===== src/rtl/class_argmax.sv =====
// Streaming argmax over NUM_CLASSES scores per frame: reports the best and
// runner-up class, the best score and the registered best-minus-second margin.
module class_argmax #(
    parameter int NUM_CLASSES = 10,
    parameter int DATA_W      = 16,
    parameter int SIGNED_MODE = 0,
    localparam int IDX_W      = (NUM_CLASSES > 1) ? $clog2(NUM_CLASSES) : 1
) (
    input  logic              clk,
    input  logic              rst,
    input  logic              clear,
    input  logic              s_valid,
    output logic              s_ready,
    input  logic [DATA_W-1:0] s_data,
    output logic              out_valid,
    input  logic              out_ready,
    output logic [IDX_W-1:0]  best_idx,
    output logic [DATA_W-1:0] best_val,
    output logic [IDX_W-1:0]  second_idx,
    output logic [DATA_W:0]   margin
);

    typedef enum logic [1:0] {IDLE = 2'd0, ACCUM = 2'd1, HOLD = 2'd2} state_t;

    localparam logic [IDX_W-1:0] LAST_IDX = IDX_W'(NUM_CLASSES - 1);

    function automatic logic gt(input logic [DATA_W-1:0] a, input logic [DATA_W-1:0] b);
        if (SIGNED_MODE != 0) gt = ($signed(a) > $signed(b));
        else                  gt = (a > b);
    endfunction

    // One extra bit keeps full-range signed or unsigned differences exact.
    function automatic logic [DATA_W:0] ext(input logic [DATA_W-1:0] a);
        if (SIGNED_MODE != 0) ext = {a[DATA_W-1], a};
        else                  ext = {1'b0, a};
    endfunction

    state_t            state_q, state_d;
    logic [IDX_W-1:0]  cnt_q, cnt_d;
    logic [DATA_W-1:0] bval_q, bval_d, sval_q, sval_d;
    logic [IDX_W-1:0]  bidx_q, bidx_d, sidx_q, sidx_d;
    logic              svld_q, svld_d;
    logic              rdy_q, rdy_d, ov_q, ov_d;
    logic [IDX_W-1:0]  obidx_q, obidx_d, osidx_q, osidx_d;
    logic [DATA_W-1:0] obval_q, obval_d;
    logic [DATA_W:0]   omar_q, omar_d;

    logic              accept_s;
    logic [DATA_W-1:0] nbval_s, nsval_s;
    logic [IDX_W-1:0]  nbidx_s, nsidx_s;

    assign accept_s = s_valid & rdy_q;

    // Running best/second after folding in the current beat (ACCUM rule).
    always_comb begin
        nbval_s = bval_q;
        nbidx_s = bidx_q;
        nsval_s = sval_q;
        nsidx_s = sidx_q;
        if (gt(s_data, bval_q)) begin
            nbval_s = s_data;
            nbidx_s = cnt_q;
            nsval_s = bval_q;
            nsidx_s = bidx_q;
        end else if (!svld_q || gt(s_data, sval_q)) begin
            nsval_s = s_data;
            nsidx_s = cnt_q;
        end else begin
            nsval_s = sval_q;
        end
    end

    // Next-state and datapath control; clear overrides everything else.
    always_comb begin
        state_d = state_q;
        cnt_d   = cnt_q;
        bval_d  = bval_q;
        bidx_d  = bidx_q;
        sval_d  = sval_q;
        sidx_d  = sidx_q;
        svld_d  = svld_q;
        ov_d    = ov_q;
        obidx_d = obidx_q;
        obval_d = obval_q;
        osidx_d = osidx_q;
        omar_d  = omar_q;
        case (state_q)
            IDLE: begin
                if (accept_s) begin
                    bval_d  = s_data;
                    bidx_d  = {IDX_W{1'b0}};
                    svld_d  = 1'b0;
                    cnt_d   = IDX_W'(1);
                    state_d = ACCUM;
                end else begin
                    state_d = IDLE;
                end
            end
            ACCUM: begin
                if (accept_s) begin
                    bval_d = nbval_s;
                    bidx_d = nbidx_s;
                    sval_d = nsval_s;
                    sidx_d = nsidx_s;
                    svld_d = 1'b1;
                    if (cnt_q == LAST_IDX) begin
                        cnt_d   = {IDX_W{1'b0}};
                        state_d = HOLD;
                        ov_d    = 1'b1;
                        obidx_d = nbidx_s;
                        obval_d = nbval_s;
                        osidx_d = nsidx_s;
                        omar_d  = ext(nbval_s) - ext(nsval_s);
                    end else begin
                        cnt_d = cnt_q + IDX_W'(1);
                    end
                end else begin
                    state_d = ACCUM;
                end
            end
            HOLD: begin
                if (out_ready) begin
                    state_d = IDLE;
                    ov_d    = 1'b0;
                end else begin
                    state_d = HOLD;
                end
            end
            default: begin
                state_d = IDLE;
                cnt_d   = {IDX_W{1'b0}};
                ov_d    = 1'b0;
            end
        endcase
        if (clear) begin
            state_d = IDLE;
            cnt_d   = {IDX_W{1'b0}};
            ov_d    = 1'b0;
            svld_d  = 1'b0;
        end else begin
            svld_d = svld_d;
        end
        rdy_d = (state_d != HOLD);
    end

    // State and output registers.
    always_ff @(posedge clk or negedge rst) begin
        if (!rst) begin
            state_q <= IDLE;
            cnt_q   <= {IDX_W{1'b0}};
            bval_q  <= {DATA_W{1'b0}};
            bidx_q  <= {IDX_W{1'b0}};
            sval_q  <= {DATA_W{1'b0}};
            sidx_q  <= {IDX_W{1'b0}};
            svld_q  <= 1'b0;
            rdy_q   <= 1'b1;
            ov_q    <= 1'b0;
            obidx_q <= {IDX_W{1'b0}};
            obval_q <= {DATA_W{1'b0}};
            osidx_q <= {IDX_W{1'b0}};
            omar_q  <= {(DATA_W+1){1'b0}};
        end else begin
            state_q <= state_d;
            cnt_q   <= cnt_d;
            bval_q  <= bval_d;
            bidx_q  <= bidx_d;
            sval_q  <= sval_d;
            sidx_q  <= sidx_d;
            svld_q  <= svld_d;
            rdy_q   <= rdy_d;
            ov_q    <= ov_d;
            obidx_q <= obidx_d;
            obval_q <= obval_d;
            osidx_q <= osidx_d;
            omar_q  <= omar_d;
        end
    end

    assign s_ready    = rdy_q;
    assign out_valid  = ov_q;
    assign best_idx   = obidx_q;
    assign best_val   = obval_q;
    assign second_idx = osidx_q;
    assign margin     = omar_q;

endmodule


===== config.mk =====
export PLATFORM = sky130hd
export DESIGN_NAME = class_argmax
export DESIGN_NICKNAME = d
export VERILOG_FILES = /design/src/rtl/class_argmax.sv
export SDC_FILE = /design/constraint.sdc
export NUM_CORES = 1
export LEC_CHECK = 0
export BUFFER_PORTS_ARGS = -buffer_cell sky130_fd_sc_hd__clkbuf_2
export CAP_MARGIN = 5
export CORE_MARGIN = 4
export CORE_UTILIZATION = 45
export DETAILED_ROUTE_END_ITERATION = 6
export RECOVER_POWER = 25
export SLEW_MARGIN = 15
export SYNTH_ARGS = -nofsm -noshare
export SYNTH_HDL_FRONTEND = slang
export SYNTH_SLANG_ARGS = --single-unit

===== constraint.sdc =====
create_clock -name clk -period 5 [get_ports clk]
set_input_delay 0.75 -clock clk [delete_from_list [all_inputs] [get_ports clk]]
set_output_delay 0.75 -clock clk [all_outputs]
set_load 0.02 [all_outputs]

---- Yosys cells after proc, flatten, opt, wreduce, memory -nomap -nowiden ----
Cells that the tools add are included.
Widths: inputs -> output; s select.
operators by class
  add/sub/neg operators ................... 2
  magnitude comparators ................... 2
  equality and inequality tests ........... 12
  mux-type cells .......................... 39
  bitwise operators ....................... 1
  reduce and logical (&&, ||, !) cells .... 11
operator list
  kind                 number
  $mux 17              6
  $mux 16              5
  $mux 4               9
  $gt 16x16->1         2
  $pmux 16 s2          1
  $sub 17x17->17       1
  $ne 3x3->1 const B   4
  $pmux 4 s3           1
  $reduce_and 3->1     4
  $ne 2x2->1 const B   5
  $mux 1               9
  $mux 2               4
  $pmux 4 s2           1
  $pmux 2 s3           1
  $add 4x1->4 const B  1
  $eq 4x4->1 const B   1
  $reduce_and 4->1     1
  $pmux 1 s3           1
  $reduce_bool 3->1    1
  $eq 2x1->1 const B   1
  $eq 2x2->1 const B   1
  $logic_not 2->1      1
  $pmux 1 s2           1
  $reduce_and 2->1     1
  4 further kinds      4
word-level totals
  bits in registers ....................... 90
  input port bits ......................... 21
  output and inout port bits .............. 43

---- Depth between registers and ports, before layout ----
  word-level depth ........................ 9
  depth in mapped cells ................... 18
  gate-level depth less buffers ........... 17

---- Least setup slack after synthesis ----
OpenSTA, ideal clock, no wires.
  path kind ............................... input -> register
  start ................................... input port s_data[13]
  end ..................................... register omar_q[12] (netlist: margin[12])
  library setup time ...................... 0.135 ns
  arrival time ............................ 3.988 ns
  data required time ...................... 4.865 ns
  setup slack ............................. 0.877 ns
  stages on the path ...................... 17
  buffers on the path ..................... 1
  cells stage by stage .................... ha_1 > nand4_1 > nor4_1 > nand4_1 > o31a_1 > buf_2 > mux2i_1 > a21oi_1 > ha_1 > inv_1 > fa_1 > a211oi_1 > o21ai_0 > a211oi_1 > o21ai_0 > nor2_1 > o31ai_1
on the way
  cells in the longest elaborated chain, start to end .. 9
  elaborated cells on any way between the ends .. 14
ends and longest elaborated chain
  element                 RTL line  RTL
  start: declaration      14        input logic [DATA_W-1:0] s_data,
  $gt 16x16->1            29        else gt = (a > b);
  $mux 1                  60        if (gt(s_data, bval_q)) begin
  $logic_or 1x1->1        65        end else if (!svld_q || gt(s_data, sval_q)) begin
  $mux 16                 65
  $mux 16 (*)             60
  named net nsval_s[0]    49        logic [DATA_W-1:0] nbval_s, nsval_s;
  $mux 17 (*)             106       if (cnt_q == LAST_IDX) begin
  $mux 17 (*)             100       if (accept_s) begin
  $mux 17 (*)             87        case (state_q)
  $sub 17x17->17 (*)      113       omar_d = ext(nbval_s) - ext(nsval_s);
  end signal: assignment  161       omar_q <= {(DATA_W+1){1'b0}};
  end signal: assignment  175       omar_q <= omar_d;
  end: declaration        46        logic [DATA_W:0] omar_q, omar_d;
Mark *: on every way through the listed nets, which the timed path passes. The rest lies on a longest branch. The select of a mux whose other input is x is not followed.
A chain may end at the register's enable or synchronous reset.

---- Worst setup path in the final report ----
  start ................................... input port s_data[14]
  end ..................................... register omar_q[13] (netlist: margin[13])
on the way
  elaborated cells on any way between the ends .. 14
RTL lines
  element               RTL line
  $gt 16x16->1          29
  $mux 16               60
  named net nbval_s[2]  49
  $mux 17               106
  $mux 17               100
  $mux 17               87
  $sub 17x17->17        113
The timed path passes the listed nets, and every way through them passes these cells. The select of a mux whose other input is x is not followed.

==> flow_summary.json <==
{
  "synth-edff-count": 0,
  "cts_max_level": 3,
  "detail_route.vias_per_cell": 5.76,
  "dp_hpwl_um": 11600,
  "critPathCaptureType": "flop",
  "busiest_layer": "met1",
  "clock-sinks": 90,
  "grt_pass1_vias": 4943,
  "peakVddDrop_mv": 0.180,
  "synth-xor-area-share_pct": 1.01,
  "core_sq_mm": 0.0132,
  "fin_crit_sh_pct": 89.6,
  "cts_buffers": 9,
  "die_area_sq_mm": 0.0154,
  "synth_top_family_by_area": "compound AO/OA/AOI/OAI gates",
  "rsz0062_at_grt": "no",
  "setup_viol": 0,
  "synth_cells": 637,
  "critPathRequiredTime_ns": 5.26,
  "syn_to_final_growth_pct": 13.6,
  "drt-total-wl_um": 15700,
  "die_w_um": 124,
  "hold_viol": 0,
  "worst_slew_pin_slew_ns": 1.85,
  "cts-root-buf": "clkbuf_16",
  "fin_util_pct": 52.2,
  "power.density_mw_per_mm2": 392,
  "slew_violations": 81,
  "overflow": 0,
  "via_count": 5050,
  "regArea_sq_mm": 0.00225,
  "die_h_um": 124,
  "crit_fanout": 19,
  "ys.flop_type": "dfrtp_1",
  "leakagePower_nw": 3.57,
  "met3_usage_pct": 3.99,
  "firstDrtPassIters": 5,
  "synth.area.mux_share_pct": 13.3,
  "grt_pass1_wl_um": 26000,
  "synth-simple-area-share_pct": 15.6,
  "use_met1_pct": 30.8,
  "crit_arrival_ns": 4.74,
  "post_cts_buffers": 0,
  "fin_nets": 767,
  "slew_headroom_pct": -23.1,
  "final_common_cell": "dfrtp_1",
  "wl_per_cell_um": 18.0,
  "post_cts_resized": 0,
  "gp_congestion": 0.868,
  "multiInputGateArea_sq_mm": 0.00353,
  "io_pins": 64,
  "maxCapViolCount": 3,
  "clk_latency_ns": 0.35,
  "max_freq_mhz": 223,
  "synth_compound_area_share_pct": 17.3,
  "fill_cells": 1251,
  "status": "complete, but fails checks",
  "fin_setup_tns_ns": 0,
  "syn-cell-area_sq_mm": 0.00608,
  "start_kind": "input port",
  "grt_start_max_net_pins": 59,
  "drt_iter0_drc": 423,
  "numPlacedInstances": 860,
  "cts_tree": "built",
  "avgSynthCellArea_sq_um": 9.54,
  "skew_ns": 0.00590,
  "path_clk_slew_ns": 0.06,
  "drc": 0,
  "synth_fa_ha_area_share_pct": 10.6,
  "ys_warn_count": 0,
  "violations": "max-capacitance violations, max-slew violations",
  "synthArstFlopShare_pct": 100,
  "core.rowCount": 42,
  "ctsHoldBuffers": 0,
  "drive_gt1_share_pct": 20.9,
  "yosysSeqAreaShare_pct": 37.1,
  "post-route-min-period_ns": 4.48,
  "initial_core_util_pct": 45.9,
  "syn_nets": 709,
  "final_cell_mix": "dfrtp_1, nand2_1, clkbuf_2",
  "worst_hold_path_type": "reg -> reg",
  "path_class": "in -> reg",
  "finalNonFillerCells": 876,
  "antenna_found_initial": 0,
  "ant_nets": 0,
  "ctsLongestPathBuffers": 2,
  "insertedDiodeCount": 0,
  "synth_cell_type_count": 60,
  "ys_ff_latch": 90,
  "grt.total_usage_pct": 20.6,
  "io_buffers": 63,
  "met2_usage_pct": 30.7
}
[synthesized netlist by cell type, types with 2 or more instances]
| cell type | instances | area share [%] |
|---|---|---|
| nand4_1 | 7 | 0.72 |
| or4_1 | 2 | 0.25 |
| nor4_1 | 3 | 0.31 |
| a22o_1 | 4 | 0.58 |
| a211oi_1 | 9 | 1.1 |
| xor2_1 | 3 | 0.43 |
| a21oi_1 | 24 | 2.0 |
| mux2_4 | 21 | 5.2 |
| nor2b_1 | 3 | 0.31 |
| nand3_1 | 29 | 2.4 |
| a21boi_0 | 2 | 0.25 |
| a211o_1 | 20 | 2.9 |
| buf_2 | 8 | 0.66 |
| nor3_1 | 22 | 1.8 |
| mux2_2 | 18 | 3.3 |
| a21o_1 | 9 | 1.1 |
| inv_1 | 36 | 2.2 |
| o21ai_0 | 32 | 2.6 |
| o211ai_1 | 4 | 0.49 |
| ha_1 | 50 | 10 |
| nand2_1 | 74 | 4.6 |
| mux2_1 | 7 | 1.3 |
| xnor2_1 | 4 | 0.58 |
| nor2_1 | 20 | 1.2 |
| o31a_1 | 3 | 0.43 |
| and2_1 | 4 | 0.41 |
| o31ai_1 | 7 | 0.86 |
| nand2b_1 | 2 | 0.21 |
| dfrtp_1 | 89 | 37 |
| buf_6 | 3 | 0.56 |
| a31oi_1 | 5 | 0.51 |
| o221ai_1 | 4 | 0.58 |
| buf_4 | 2 | 0.25 |
| o22ai_1 | 15 | 1.5 |
| mux2i_1 | 21 | 3.5 |
| and3_1 | 23 | 2.4 |
| clkbuf_1 | 22 | 1.4 |
| o21a_1 | 2 | 0.25 |
| o21ai_1 | 3 | 0.25 |
[power breakdown]
group          total (mW)  internal [mW]  switching [mW]
clock network       0.663          0.366           0.298
logic                1.17          0.497           0.678
registers           0.872          0.804          0.0679
[sequential cells by signal (all words and copies together), names as in the netlist]
signal and flops:
margin 17, best_val 16, bval_q 16, sval_q 16
best_idx 4, bidx_q 4, cnt_q 4, second_idx 4
sidx_q 4, state_q 2, out_valid 1, s_ready 1
svld_q 1
[worst max-delay path: stages]
cell and delay (ns):
clkbuf_2 0.13, ha_1 0.34, nand4_1 0.19, nor4_2 0.37, a21boi_2 0.28, o31a_2 0.51, mux2_2 0.42, ha_1 0.35
o21ai_0 0.16, a21oi_1 0.10, o21a_1 0.22, o311ai_0 0.49, a21boi_0 0.18, o31ai_1 0.25
[logic make-up after synthesis]
kind of cell	Yosys count
adder cells (fa/ha/maj)	51
flip-flops	90
AND/OR/NAND/NOR	196
buffers and inverters	72
XOR/XNOR	7
multiplexers	67
AO/OA/AOI/OAI	154
[cell type report]
class	instances	share of cell area [%]
well taps	176	3.19
clock inverters	5	0.561
clock buffers	11	3.66
multi-input cells	475	51.1
repair buffers	82	6.88
flip-flops and latches	90	32.6
inverters	37	2.01
[final timing paths]
kind	start	to	slack (ns)	cells after the start
worst max-delay path	s_data[14]	margin[13]	0.52	14
worst min-delay path	best_idx[3]	best_idx[3]	0.46	2
worst max register to register	bval_q[14]	margin[13]	0.60	14
worst min register to register	best_idx[3]	best_idx[3]	0.46	2
max in group asynchronous	rst	sval_q[4]	1.89	2
min in group asynchronous	rst	best_idx[3]	0.85	1
[metrics by stage]
stage	power [mW]	setup slack (ns)	area, sq um	hold slack, ns
floorplan	1.72	0.877	6080	0.454
global placement	2.02	0.238	6630	0.454
detailed placement	2.04	0.188	6630	0.457
CTS	2.72	0.537	6920	0.336
global route	2.90	0.263	6910	0.500
finish	2.71	0.518	6910	0.462
[layer usage]
| layer | wire [um] | vias up | part of all wire (%) |
|---|---|---|---|
| met4 | 199 | 0 | 1.3 |
| met3 | 706 | 15 | 4.5 |
| met2 | 6770 | 124 | 43 |
| met1 | 8070 | 2450 | 51 |
| met5 | 0 | - | 0 |
| li1 | - | 2461 | - |
Note: power is estimated with default switching activity, not from simulation.
